--- config.mk ---
export PLATFORM = sky130hd
export DESIGN_NAME = ifu
export DESIGN_NICKNAME = d
export VERILOG_FILES = /design/src/rtl/ifu_pkg.sv /design/src/rtl/ifu_fifo.sv /design/src/rtl/ifu.sv
export SDC_FILE = /design/constraint.sdc
export NUM_CORES = 1
export LEC_CHECK = 0
export ABC_CLOCK_PERIOD_IN_PS = 5400
export BUFFER_PORTS_ARGS = -buffer_cell sky130_fd_sc_hd__buf_2
export CAP_MARGIN = 20
export CORE_ASPECT_RATIO = 0.6
export CORE_UTILIZATION = 50
export CTS_CLUSTER_SIZE = 40
export DETAILED_ROUTE_END_ITERATION = 6
export HOLD_SLACK_MARGIN = 0.08
export PLACE_DENSITY = 0.74
export SLEW_MARGIN = 40
export SYNTH_ARGS = -nofsm -noshare
export SYNTH_HDL_FRONTEND = slang
export SYNTH_SLANG_ARGS = --single-unit
--- constraint.sdc ---
create_clock -name clk -period 5.4 [get_ports clk]
set_input_delay 0.54 -clock clk [delete_from_list [all_inputs] [get_ports clk]]
set_output_delay 0.54 -clock clk [all_outputs]
set_load 0.05 [all_outputs]
--- src/rtl/ifu_pkg.sv ---
// Shared constants and types for the instruction fetch unit.
package ifu_pkg;

  localparam logic [31:0] INST_NOP     = 32'h0000_0013;
  localparam logic [31:0] IFU_RESET_PC = 32'h0000_0000;

  // Execute's PC select encoding; redirect corresponds to PC_JUMP.
  typedef enum logic {
    PC_PLUS4 = 1'b0,
    PC_JUMP  = 1'b1
  } pcsel_e;

  typedef enum logic {
    ST_FETCH = 1'b0,
    ST_HALT  = 1'b1
  } ifu_state_e;

  typedef struct packed {
    logic [31:0] pc;
    logic [31:0] word;
  } fetch_entry_t;

  function automatic logic [31:0] align_word(input logic [31:0] addr);
    return {addr[31:2], 2'b00};
  endfunction

endpackage

--- src/rtl/ifu_fifo.sv ---
// Synchronous instruction FIFO holding {pc, word}; flush overrides push and pop.
module ifu_fifo
  import ifu_pkg::*;
#(
  parameter int DEPTH = 2
) (
  input  logic                       clk,
  input  logic                       rst,
  input  logic                       push,
  input  fetch_entry_t               push_data,
  input  logic                       pop,
  input  logic                       flush,
  output fetch_entry_t               head,
  output logic [$clog2(DEPTH):0]     count,
  output logic                       empty,
  output logic                       full
);

  localparam int AW = $clog2(DEPTH);
  localparam int CW = AW + 1;

  fetch_entry_t mem [DEPTH];
  logic [AW-1:0] rd_ptr;
  logic [AW-1:0] wr_ptr;
  logic          do_push;
  logic          do_pop;

  assign empty   = (count == '0);
  assign full    = (count == CW'(DEPTH));
  // A push into a full FIFO is legal only when the head leaves in the same cycle.
  assign do_push = push & (!full | pop);
  assign do_pop  = pop & !empty;
  assign head    = mem[rd_ptr];

  always_ff @(posedge clk or posedge rst) begin
    if (rst) begin
      rd_ptr <= '0;
      wr_ptr <= '0;
      count  <= '0;
    end else if (flush) begin
      rd_ptr <= '0;
      wr_ptr <= '0;
      count  <= '0;
    end else begin
      if (do_push) wr_ptr <= wr_ptr + AW'(1);
      if (do_pop)  rd_ptr <= rd_ptr + AW'(1);
      count <= count + CW'(do_push) - CW'(do_pop);
    end
  end

  always_ff @(posedge clk) begin
    if (!flush && do_push) mem[wr_ptr] <= push_data;
  end

endmodule

--- src/rtl/ifu.sv ---
// Instruction fetch unit: credit-limited in-order fetch, word buffer toward
// decode, and redirect handling with dropping of wrong-path responses.
module ifu
  import ifu_pkg::*;
#(
  parameter logic [31:0] RESET_PC = IFU_RESET_PC,
  parameter int          DEPTH    = 2
) (
  input  logic        clk,
  input  logic        rst,
  input  logic        redirect,
  input  logic [31:0] redirect_pc,
  output logic        imem_req_valid,
  input  logic        imem_req_ready,
  output logic [31:0] imem_req_addr,
  input  logic        imem_rsp_valid,
  input  logic [31:0] imem_rsp_data,
  output logic        inst_valid,
  input  logic        inst_ready,
  output logic [31:0] inst,
  output logic [31:0] inst_pc,
  output logic [31:0] inst_pc4,
  output logic        misaligned
);

  localparam int CW = $clog2(DEPTH) + 1;

  // Handshakes: a transfer happens on a cycle where valid and ready are both
  // high at the rising edge; valid never depends on ready of the same port.

  ifu_state_e   state, state_next;
  logic         armed;
  logic [31:0]  fpc;
  logic [31:0]  rsp_pc;
  logic [CW-1:0] outstanding;
  logic [CW-1:0] drop;
  logic [CW-1:0] fifo_count;
  logic         fifo_empty;
  logic         fifo_full;
  fetch_entry_t head;
  fetch_entry_t push_entry;
  logic         credit_ok;
  logic         bad_target;
  logic         req_fire;
  logic         keep;
  logic         pop;

  assign bad_target = redirect & (redirect_pc[1:0] != 2'b00);
  assign credit_ok  = ({1'b0, fifo_count} + {1'b0, outstanding}) < (CW+1)'(DEPTH);

  always_comb begin
    state_next     = state;
    imem_req_valid = 1'b0;
    inst_valid     = 1'b0;
    case (state)
      ST_FETCH: begin
        // armed holds requests off until the first edge after reset release.
        imem_req_valid = armed & !redirect & credit_ok;
        inst_valid     = !fifo_empty;
        if (bad_target) state_next = ST_HALT;
      end
      ST_HALT: begin
        state_next = ST_HALT;
      end
      default: state_next = ST_FETCH;
    endcase
  end

  assign req_fire      = imem_req_valid & imem_req_ready;
  assign keep          = imem_rsp_valid & (drop == '0) & !redirect & (state == ST_FETCH);
  assign pop           = inst_valid & inst_ready;
  assign push_entry    = '{pc: rsp_pc, word: imem_rsp_data};
  assign imem_req_addr = fpc;
  assign inst          = inst_valid ? head.word : INST_NOP;
  assign inst_pc       = head.pc;
  assign inst_pc4      = head.pc + 32'd4;

  always_ff @(posedge clk or posedge rst) begin
    if (rst) begin
      state       <= ST_FETCH;
      armed       <= 1'b0;
      fpc         <= RESET_PC;
      rsp_pc      <= RESET_PC;
      outstanding <= '0;
      drop        <= '0;
      misaligned  <= 1'b0;
    end else begin
      state       <= state_next;
      armed       <= 1'b1;
      outstanding <= outstanding + CW'(req_fire) - CW'(imem_rsp_valid);
      if (redirect) begin
        fpc    <= align_word(redirect_pc);
        rsp_pc <= align_word(redirect_pc);
        // Everything still in flight after this cycle belongs to the old path.
        drop   <= outstanding - CW'(imem_rsp_valid);
        if (bad_target) misaligned <= 1'b1;
      end else begin
        if (req_fire) fpc <= fpc + 32'd4;
        if (keep) rsp_pc <= rsp_pc + 32'd4;
        if (imem_rsp_valid && drop != '0) drop <= drop - CW'(1);
      end
    end
  end

  ifu_fifo #(.DEPTH(DEPTH)) u_fifo (
    .clk       (clk),
    .rst       (rst),
    .push      (keep),
    .push_data (push_entry),
    .pop       (pop),
    .flush     (redirect),
    .head      (head),
    .count     (fifo_count),
    .empty     (fifo_empty),
    .full      (fifo_full)
  );

  a_no_rsp_underflow: assert property (@(posedge clk) disable iff (rst)
    imem_rsp_valid |-> (outstanding != '0));
  a_drop_bounded: assert property (@(posedge clk) disable iff (rst)
    drop <= outstanding);
  a_no_overflow: assert property (@(posedge clk) disable iff (rst)
    !(keep && fifo_full && !pop));

endmodule
* After elaboration in Yosys (flattened, before gate mapping) *
Memory sizes are Yosys's and may differ from the RTL's.
Cells that the tools add are included.

storage, ports and cells
  register bits = 75
  RAM bits = 128
  bits of input ports = 70
  output and inout port bits = 131
  memories kept = 1

memory list
  memory      depth  width  rd ports  clocked after memory_dff  wr ports  line            source
  u_fifo.mem  2      64     1         0                         1         ifu_fifo.sv:22  fetch_entry_t mem [DEPTH];

cells by class
  $add $sub $neg = 12
  magnitude comparators = 1
  eq/ne operators = 1
  multiplexer cells = 18
  bitwise logic cells = 12
  reductions and logical operators = 15

operators by type and width
  cell                                                         count
  2-to-1 mux 32 bit                                            5
  adder 32 x 3 -> 32 bit (second input constant)               3
  nonzero test 2 bit                                           7
  AND 1 bit                                                    10
  2-to-1 mux 1 bit                                             9
  2-to-1 mux 2 bit                                             3
  subtractor 2 x 1 -> 2 bit                                    3
  adder 2 x 1 -> 2 bit                                         2
  zero test 2 bit                                              2
  adder 2 x 2 -> 3 bit                                         1
  zero test 1 bit                                              3
  less-than comparator 3 x 2 -> 1 bit (second input constant)  1
  adder 1 bit (second input constant)                          2
  equality test 2 bit (second input constant)                  1
  logical AND 1 bit                                            2
  one-hot mux 1 bit (2 select lines)                           1
  AND reduction 2 bit                                          1
  subtractor 2 x 1 -> 2 bit (second input constant)            1
  NOT 1 bit                                                    1
  OR 1 bit                                                     1

* Depth between registers and ports, before layout *
Gate-level depths: netlist of the first run.

  depth after elaboration = 9
  depth in mapped cells = 13

* Cells and area by module *
A second synthesis of the first run with hierarchy kept.

second synthesis, totals
  cells, all modules = 742
  area total of the unflattened synthesis = 9645.5 um^2

by module, submodules not included
  module    times used  cells an instance  area each (um^2)
  ifu_fifo  1           223                5074.9
  ifu       1           519                4570.6

* Least setup slack after synthesis of the first run *
Ideal clock, no wire load.

  path kind = register to register
  start point = register state
  end point = memory u_fifo.mem[0][0] (netlist bit) (enable)
  library setup time = 0.490 ns
  arrival = 4.384 ns
  required time = 4.910 ns
  path slack = 0.526 ns
  stages on the path, launching flop included = 7
  period minus slack after synthesis = 4.874 ns
  cell sequence = dfrtp_1 -> inv_1 -> o21ai_1 -> inv_1 -> nand2_1 -> a311oi_1 -> nor2b_1

on the way
  cells in the longest elaborated chain, start to end = 7

ends and longest elaborated chain
  element                                 line            source
  from (decl)                             ifu.sv:31       ifu_state_e state, state_next;
  from (signal assigned)                  ifu.sv:88       state <= state_next;
  2-to-1 mux 1 bit                        ifu.sv:55       case (state)
  via inst_valid                          ifu.sv:18       output logic inst_valid,
  AND 1 bit                               ifu.sv:71       assign pop = inst_valid & inst_ready;
  OR 1 bit                                ifu_fifo.sv:31  assign do_push = push & (!full | pop);
  AND 1 bit                               ifu_fifo.sv:31
  logical AND 1 bit                       ifu_fifo.sv:52  if (!flush && do_push) mem[wr_ptr] <= push_data;
  2-to-1 mux 1 bit                        ifu_fifo.sv:52
  2-to-1 mux 1 bit (implied by the code)  ifu_fifo.sv:52
  to (decl)                               ifu_fifo.sv:22

The timed path passes the listed nets, and every way through them passes these cells.

* Final worst setup path of the first run *
  start point = register u_fifo.rd_ptr
  end point = output inst_pc4[28]

on the way
  cells in the longest elaborated chain, start to end = 2

ends and longest elaborated chain
  element                 line            source
  from (decl)             ifu_fifo.sv:23  logic [AW-1:0] rd_ptr;
  from (signal assigned)  ifu_fifo.sv:46  if (do_pop) rd_ptr <= rd_ptr + AW'(1);
  memory (2 x 64 bit)     -
  adder 32 x 3 -> 32 bit  ifu.sv:76       assign inst_pc4 = head.pc + 32'd4;
  to (decl)               ifu.sv:22       output logic [31:0] inst_pc4,

No other way between the ends.

==> reports/metrics.cfg, run 1 <==
[run_status]
status = finished clean

[critical_path]
timing.critical_path.cells = buf_4 > mux2i_1 > a211oi_1 > and4_4 > nor3b_2 > xor2_1 > buf_2
worst-path-max-fanout = 54
cpMaxStageDelayCell = dfrtp_4
critical_path_buf_inv_count = 2
critical_setup_path_kind = reg2out
timing.critical_path.from_type = flop
arrival_ns = 3.24
cp_slowest_stage_delay_ns = 0.81
critPathRequiredTime_ns = 4.86
critical-path-top-delay-family = buffers and inverters
critPathCaptureType = output pin

[die]
die_y_um = 108
starting_density_of_the_core = 0.516
core_area_um2 = 18200
dieArea_um2 = 19300
die_w_um = 179
rows = 38
floorplan.io_pins = 201

[power_and_ir_drop]
power_leakage_uw = 0.00434
power.density_cell_area_nw_per_um2 = 295
switching_fraction_of_total_power = 0.277
power.net_switching_uw = 914
internal_power_uw = 2380
comb_pwr_share = 0.094
power.ir.vdd_worst_mv = 0.223
share_seq_of_total_power = 0.528
share_clk_of_total_power = 0.379

[clocking]
tritoncts = yes
cts.sinks = 195
numCtsBuffers = 17
cts-hold-fix-buffers = 0
clkTransAtPathRegs_ns = 0.08
clk_root_buffer_cell = clkbuf_16
postCtsSetupBuffers = 0
cts_resized = 0
worst_skew_pair.late_latency_ns = 0.43
cts-htree-levels = 4
clk_buf_depth = 2

[logic_synthesis]
postSynthAreaPerCell_um2 = 12.0
synthDistinctLibCells = 60
synthesis.area_um2 = 9390
synth_async_reset_ratio = 0.364
number_of_flops_mapped_to_enable_cells_by_yosys = 124
count_of_state_elements_after_synthesis = 195
synthesis.yosys.warnings = 0
postSynth.topFlopCell = edfxtp_1
post_synth_inst_count = 783
yosysSeqAreaShare = 0.586

[cells_and_area]
final.fill_count = 1472
finish.utilization = 0.614
commonest_cells_after_routing_fill_and_taps_aside = buf_2 (194), edfxtp_1 (124), nand2_1 (85)
drive_above_1_share = 0.289
antennaDiodeCount = 0
num-nets-final = 1056
layout-area-overhead-vs-synth_pct = 19.1
layout.cells.most_common = buf_2

[sta]
tightest_slew_ns = 0.833
fraction_of_the_cycle_the_final_worst_path_needs = 0.699
fin_crit_ns = 3.78
slew-limit-headroom = 0.445
final-setup-viol-count = 0
achievable-frequency_mhz = 265
fin_tns_setup_ns = 0
final-hold-violation-count = 0
postLayoutSetupSlackWorst_ns = 1.62
timing.clock.skew_ns = 0.0119
maxSlewViolCount = 0
rsz0062_at_grt = no

[global_routing]
grt_antenna_before_repair = 0
gr-total-overflow = 0
groute.usage.overall = 0.237
pin_count_of_the_biggest_net_entering_global_routing = 56
first_global_vias = 6202
grt_first_pass_wirelength_um = 34000

[placed_design]
detailedPlace.worstSlack_ns = 1.93
dp_hpwl_um = 16200
finalWeightedCongestion = 0.891
placement.io_buffers = 194

[drt]
ant_nets = 0
wirelength_um = 21900
vias = 6829
dr.pass1.iters = 5
wl_per_cell_um = 17.8
number_of_drc_markers_in_iteration_0 = 442
post_drt_via_cell_ratio = 5.56
remaining_drc_errors = 0

[flow_run]
max-cap-violations = 0

[hold_path]
timing.hold.worst.class = in2async

[power by group through the flow]
stage / logic (uW) / registers (uW) / clock network, uW
after detailed placement: 306 / 1770 / 0
after CTS: 311 / 1740 / 1270
after global routing: 342 / 1750 / 1330
after floorplan: 149 / 1810 / 0
final: 309 / 1740 / 1250
after global placement: 299 / 1760 / 0
[metal layers]
layer  wire [um]  track usage  vias up  part of all wire
li1            -            -     3251                 -
met2        8280        0.309      305              0.38
met1       11500        0.387     3258              0.53
met3        1930       0.0570       15             0.088
met4         182       0.0557        0            0.0083
met5           0            0        -                 0
[synthesized netlist by cell type (all sizes together) (4+ instances only)]
cell type  instances  share of area
a211oi             4         0.0056
a21boi             6         0.0048
a21oi              5         0.0031
and2              10         0.0067
and3               6         0.0040
buf               20          0.013
clkbuf            12         0.0048
dfrtp             71           0.19
edfxtp           124           0.40
ha                 9          0.012
inv               29          0.012
mux2              22          0.026
mux2i             46          0.049
nand2             86          0.035
nand3             47          0.026
nand4             27          0.024
nand4b             9         0.0084
nor2              61          0.024
nor2b              5         0.0033
nor3              11         0.0075
nor4               5         0.0072
o211ai            15          0.012
o21ai             41          0.022
o311ai            20          0.019
or3                4         0.0027
xnor2             27          0.025
xor2              36          0.034
[worst register-to-register path: stages, from the launching register on]
cell	delay, ns
dfrtp_1	0.39
inv_1	0.13
o21ai_2	0.07
buf_4	0.23
inv_1	0.17
nand2_1	0.12
a311oi_1	0.68
and2_2	0.75
buf_4	0.51
[stage by stage]
step | area (um^2) | power (uW) | hold slack (ns) | cells
floorplan | 9410 | 1960 | 0.456 | 788
global placement | 10600 | 2060 | 0.447 | 1196
detailed placement | 10600 | 2070 | 0.447 | 1196
CTS | 11200 | 3320 | 0.114 | 1228
global route | 11200 | 3420 | 0.125 | 1229
finish | 11200 | 3300 | 0.113 | 1229
[flip-flops by register name, summed over array words and instances, names as in the netlist]
signal / cells
u_fifo.rd_ptr: 1
imem_req_addr: 30
u_fifo.wr_ptr: 1
misaligned: 1
u_fifo.mem: 124
u_fifo.count: 2
rsp_pc: 30
armed: 1
outstanding: 2
drop: 2
state: 1
[area by class of cell]
class	instances	area, um^2	share of cell area
repair buffers	201	1030	0.0922
inverters	29	109	0.00973
flip-flops and latches	195	5500	0.492
well taps	240	300	0.0268
clock buffers	17	425	0.0380
clock inverters	15	174	0.0155
multi-input cells	532	3640	0.326
[worst paths after layout]
check                                                from                             to  slack, ns  depth (start not counted)
min in group clk                        imem_rsp_data[12]    u_fifo.mem[1][12]$_DFFE_PP_       0.29                          1
worst min-delay path                                  rst  imem_req_addr[21]$_DFFE_PP0P_       0.11                          2
worst max register to register            state$_DFF_PP0_    u_fifo.mem[1][29]$_DFFE_PP_       2.01                          8
worst min register to register     misaligned$_DFFE_PP0P_         misaligned$_DFFE_PP0P_       0.48                          1
max in group asynchronous                             rst      u_fifo.rd_ptr$_DFFE_PP0P_       4.21                          3
worst max-delay path            u_fifo.rd_ptr$_DFFE_PP0P_                   inst_pc4[28]       1.62                          7
[kinds of logic after synthesis]
| kind of cell | after synthesis | synth area share |
|---|---|---|
| compound gates | 99 | 0.0740 |
| xor+xnor | 63 | 0.0588 |
| fa+ha+maj | 10 | 0.0141 |
| buf+inv | 61 | 0.0298 |
| flops | 195 | 0.586 |
| mux | 68 | 0.0758 |
| other cells | 2 | 0.000800 |
| simple gates | 285 | 0.161 |
Note: power is estimated with default switching activity, not from simulation.
==> run 2, diff against run 1 <==
- ABC_AREA: default -> 1
- ABC_CLOCK_PERIOD_IN_PS: 5400 -> 3100
- PLACE_DENSITY: 0.74 -> 0.76
- clock period: 5.4 -> 3.1 ns (I/O delays scaled with it)
==> run 2 against run 1 <==
Compared with the run above: clock-buffer cell count stayed put; combinational power is 110% higher; global-route usage is 2.9 points higher; sequential power is 74% higher; design area is 15% higher; critical endpoint is now inst_pc4[15]; largest cell class unchanged; largest power group unchanged.
==> reports/metrics.cfg, run 2 <==
[drt]
wirelength_um = 27900
remaining_drc_errors = 0
post_drt_via_cell_ratio = 5.06
wl_per_cell_um = 15.3
vias = 9232
number_of_drc_markers_in_iteration_0 = 786
dr.pass1.iters = 7
ant_nets = 0

[critical_path]
critPathCaptureType = output pin
critPathRequiredTime_ns = 2.79
depth_of_the_worst_register_to_register_path = 9
worst-path-max-fanout = 33
arrival_ns = 2.66
r2r_setup_slack_ns = 0.82
critical_setup_path_kind = reg2out
timing.critical_path.from_type = flop
reg2reg_start = u_fifo.count[0]$_DFF_PP0_
worst_r2r_endpoint = imem_req_addr[14]$_DFFE_PP0P_

[die]
die_w_um = 189
dieArea_um2 = 21700
rows = 40
floorplan.io_pins = 201
starting_density_of_the_core = 0.518
die_y_um = 114
core_area_um2 = 20300

[run_status]
status = finished clean

[clocking]
tritoncts = yes
postCtsSetupBuffers = 0
cts-htree-levels = 4
worst_skew_pair.late_latency_ns = 0.46
clk_buf_depth = 2
cts.sinks = 195
clkTransAtPathRegs_ns = 0.08
clk_root_buffer_cell = clkbuf_16
numCtsBuffers = 17

[cells_and_area]
final-instance-count-excl-fill = 1823
multi_input_comb_area_um2 = 4290
layout-area-overhead-vs-synth_pct = 22.0
max_flop_register = u_fifo.mem
commonest_cells_after_routing_fill_and_taps_aside = nand2_1 (525), buf_2 (193), inv_1 (155)
antennaDiodeCount = 0
final.fill_count = 1751
layout.cells.most_common = nand2_1
layout.area.seq_um2 = 5500
largest_reg_flops = 124
num-nets-final = 1617
drive_above_1_share = 0.206

[power_and_ir_drop]
power_leakage_uw = 0.00618
power.density_cell_area_nw_per_um2 = 474
power.ir.vdd_worst_mv = 0.428

[logic_synthesis]
synthTopCellsByCount = nand2_1 (525), inv_1 (156), edfxtp_1 (124), nor2_1 (110), nand3_1 (85)
ys_top_cells_by_area = edfxtp_1 (35%), nand2_1 (19%), dfrtp_1 (17%)
synthesis.area_um2 = 10500
postSynthAreaPerCell_um2 = 8.07
synth_top_area_share = 0.354
number_of_flops_mapped_to_enable_cells_by_yosys = 124
synthDistinctLibCells = 37
postSynth.topFlopCell = edfxtp_1
count_of_state_elements_after_synthesis = 195
synth_async_reset_ratio = 0.364
synth_most_common_cell = nand2_1
post_synth_inst_count = 1304
synth_top_area_cell = edfxtp_1
synthesis.yosys.warnings = 0
yosysSeqAreaShare = 0.523

[hold_path]
min_delay_worst_endpoint = rsp_pc[26]$_DFFE_PP0N_
timing.hold.worst.class = in2reg
worstHoldStart = redirect_pc[26]
timing.hold.worst_path_depth = 3

[sta]
slew-limit-headroom = 0.556
fraction_of_the_cycle_the_final_worst_path_needs = 0.958
final-hold-violation-count = 0
tightest_slew_ns = 0.665
fin_crit_ns = 2.97
maxSlewViolCount = 0
postLayoutSetupSlackWorst_ns = 0.131
fin_hold_ws_ns = 0.126
rsz0062_at_grt = yes
final-setup-viol-count = 0
timing.clock.skew_ns = 0.0167
achievable-frequency_mhz = 337

[global_routing]
grt_first_pass_wirelength_um = 43900
first_global_vias = 8441
gr-total-overflow = 0
groute.usage.overall = 0.265
grt_antenna_before_repair = 0
pin_count_of_the_biggest_net_entering_global_routing = 40

[placed_design]
numPlacedInstances = 1758
placement.io_buffers = 194
detailedPlace.worstSlack_ns = 0.450
dp_hpwl_um = 20200
finalWeightedCongestion = 0.933

[flow_run]
max-cap-violations = 0

run 2: cell count changes after synthesis, moves of 10 or more:
cell,delta
nor2_2,+11
mux2_2,-22
nand4_1,-15
xnor2_1,-17
nor2_1,+49
mux2i_1,-45
o311ai_0,-11
nand2_2,+32
and2_1,-10
nand3_1,+39
nand2_1,+440
inv_1,+128
run 2: layer usage:
layer / GRT usage / wire length [um] / vias up
met2: 0.400 / 11800 / 419
met1: 0.396 / 13300 / 4228
met5: 0 / 0 / -
li1: - / - / 4564
met4: 0.0586 / 215 / 0
met3: 0.0524 / 2600 / 21
run 2: timing repair:
action,4_1_cts,5_1_grt
gates resized for setup,1,6
cloned,0,0
hold buffers,33,0
pin swaps,0,0
hold endpoints to repair,97,0
setup endpoints to repair,1,4
run 2: per-stage QoR:
stage,setup TNS [ns],instance area [um^2],power [uW],utilization
after floorplan,-126.46,10600,3480,-
after global placement,0,11800,3670,0.582
after detailed placement,0,11800,3700,0.582
after CTS,0,12800,6110,0.631
after global routing,-0.0201,12800,6300,0.632
final,0,12800,6080,0.632
run 2: logic make-up (layout without fill, tap and decap cells):
kind of cell / count (synthesis) / count (layout) / share of synthesized area
AO/OA/AOI/OAI: 67 / 67 / 0.0355
XOR/XNOR: 37 / 37 / 0.0308
adder cells (fa/ha/maj): 10 / 10 / 0.0126
buffers and inverters: 194 / 435 / 0.0768
flip-flops: 195 / 195 / 0.523
other: 2 / 7 / 0.000713
AND/OR/NAND/NOR: 799 / 799 / 0.321
run 2: worst max-delay path by stage:
stage | startpoint | endpoint | cells past startpoint
6_report | u_fifo.rd_ptr$_DFFE_PP0P_ | inst_pc4[15] | 9
5_1_grt | u_fifo.rd_ptr$_DFFE_PP0P_ | inst_pc4[15] | 9
4_1_cts | u_fifo.rd_ptr$_DFFE_PP0P_ | inst_pc4[18] | 10
3_5_place_dp | u_fifo.rd_ptr$_DFFE_PP0P_ | inst_pc4[15] | 9
3_3_place_gp | u_fifo.rd_ptr$_DFFE_PP0P_ | inst_pc4[15] | 9
2_1_floorplan | state$_DFF_PP0_ | u_fifo.mem[0][0]$_DFFE_PP_ | 5
run 2: worst max-delay path, stage by stage (launching register included):
cell	delay [ns]
dfrtp_4	0.56
buf_6	0.29
nand2_1	0.15
nand2_4	0.12
nand2_1	0.09
nor2_4	0.19
nand2_1	0.17
nor2_4	0.17
xor2_1	0.18
buf_2	0.29
run 2: final cells by class:
class	instances	area share
Sequential cell	195	0.429
Tap cell	273	0.0266
Clock buffer	17	0.0331
Multi-Input combinational cell	920	0.334
Clock inverter	15	0.0178
Timing Repair Buffer	244	0.112
Inverter	159	0.0476
run 2: power breakdown:
part           switching [uW]  leakage [uW]  internal (uW)
sequential                158       0.00197           2880
clock                    1230      0.000312           1160
combinational             435       0.00389            222
total                    1820       0.00618           4260
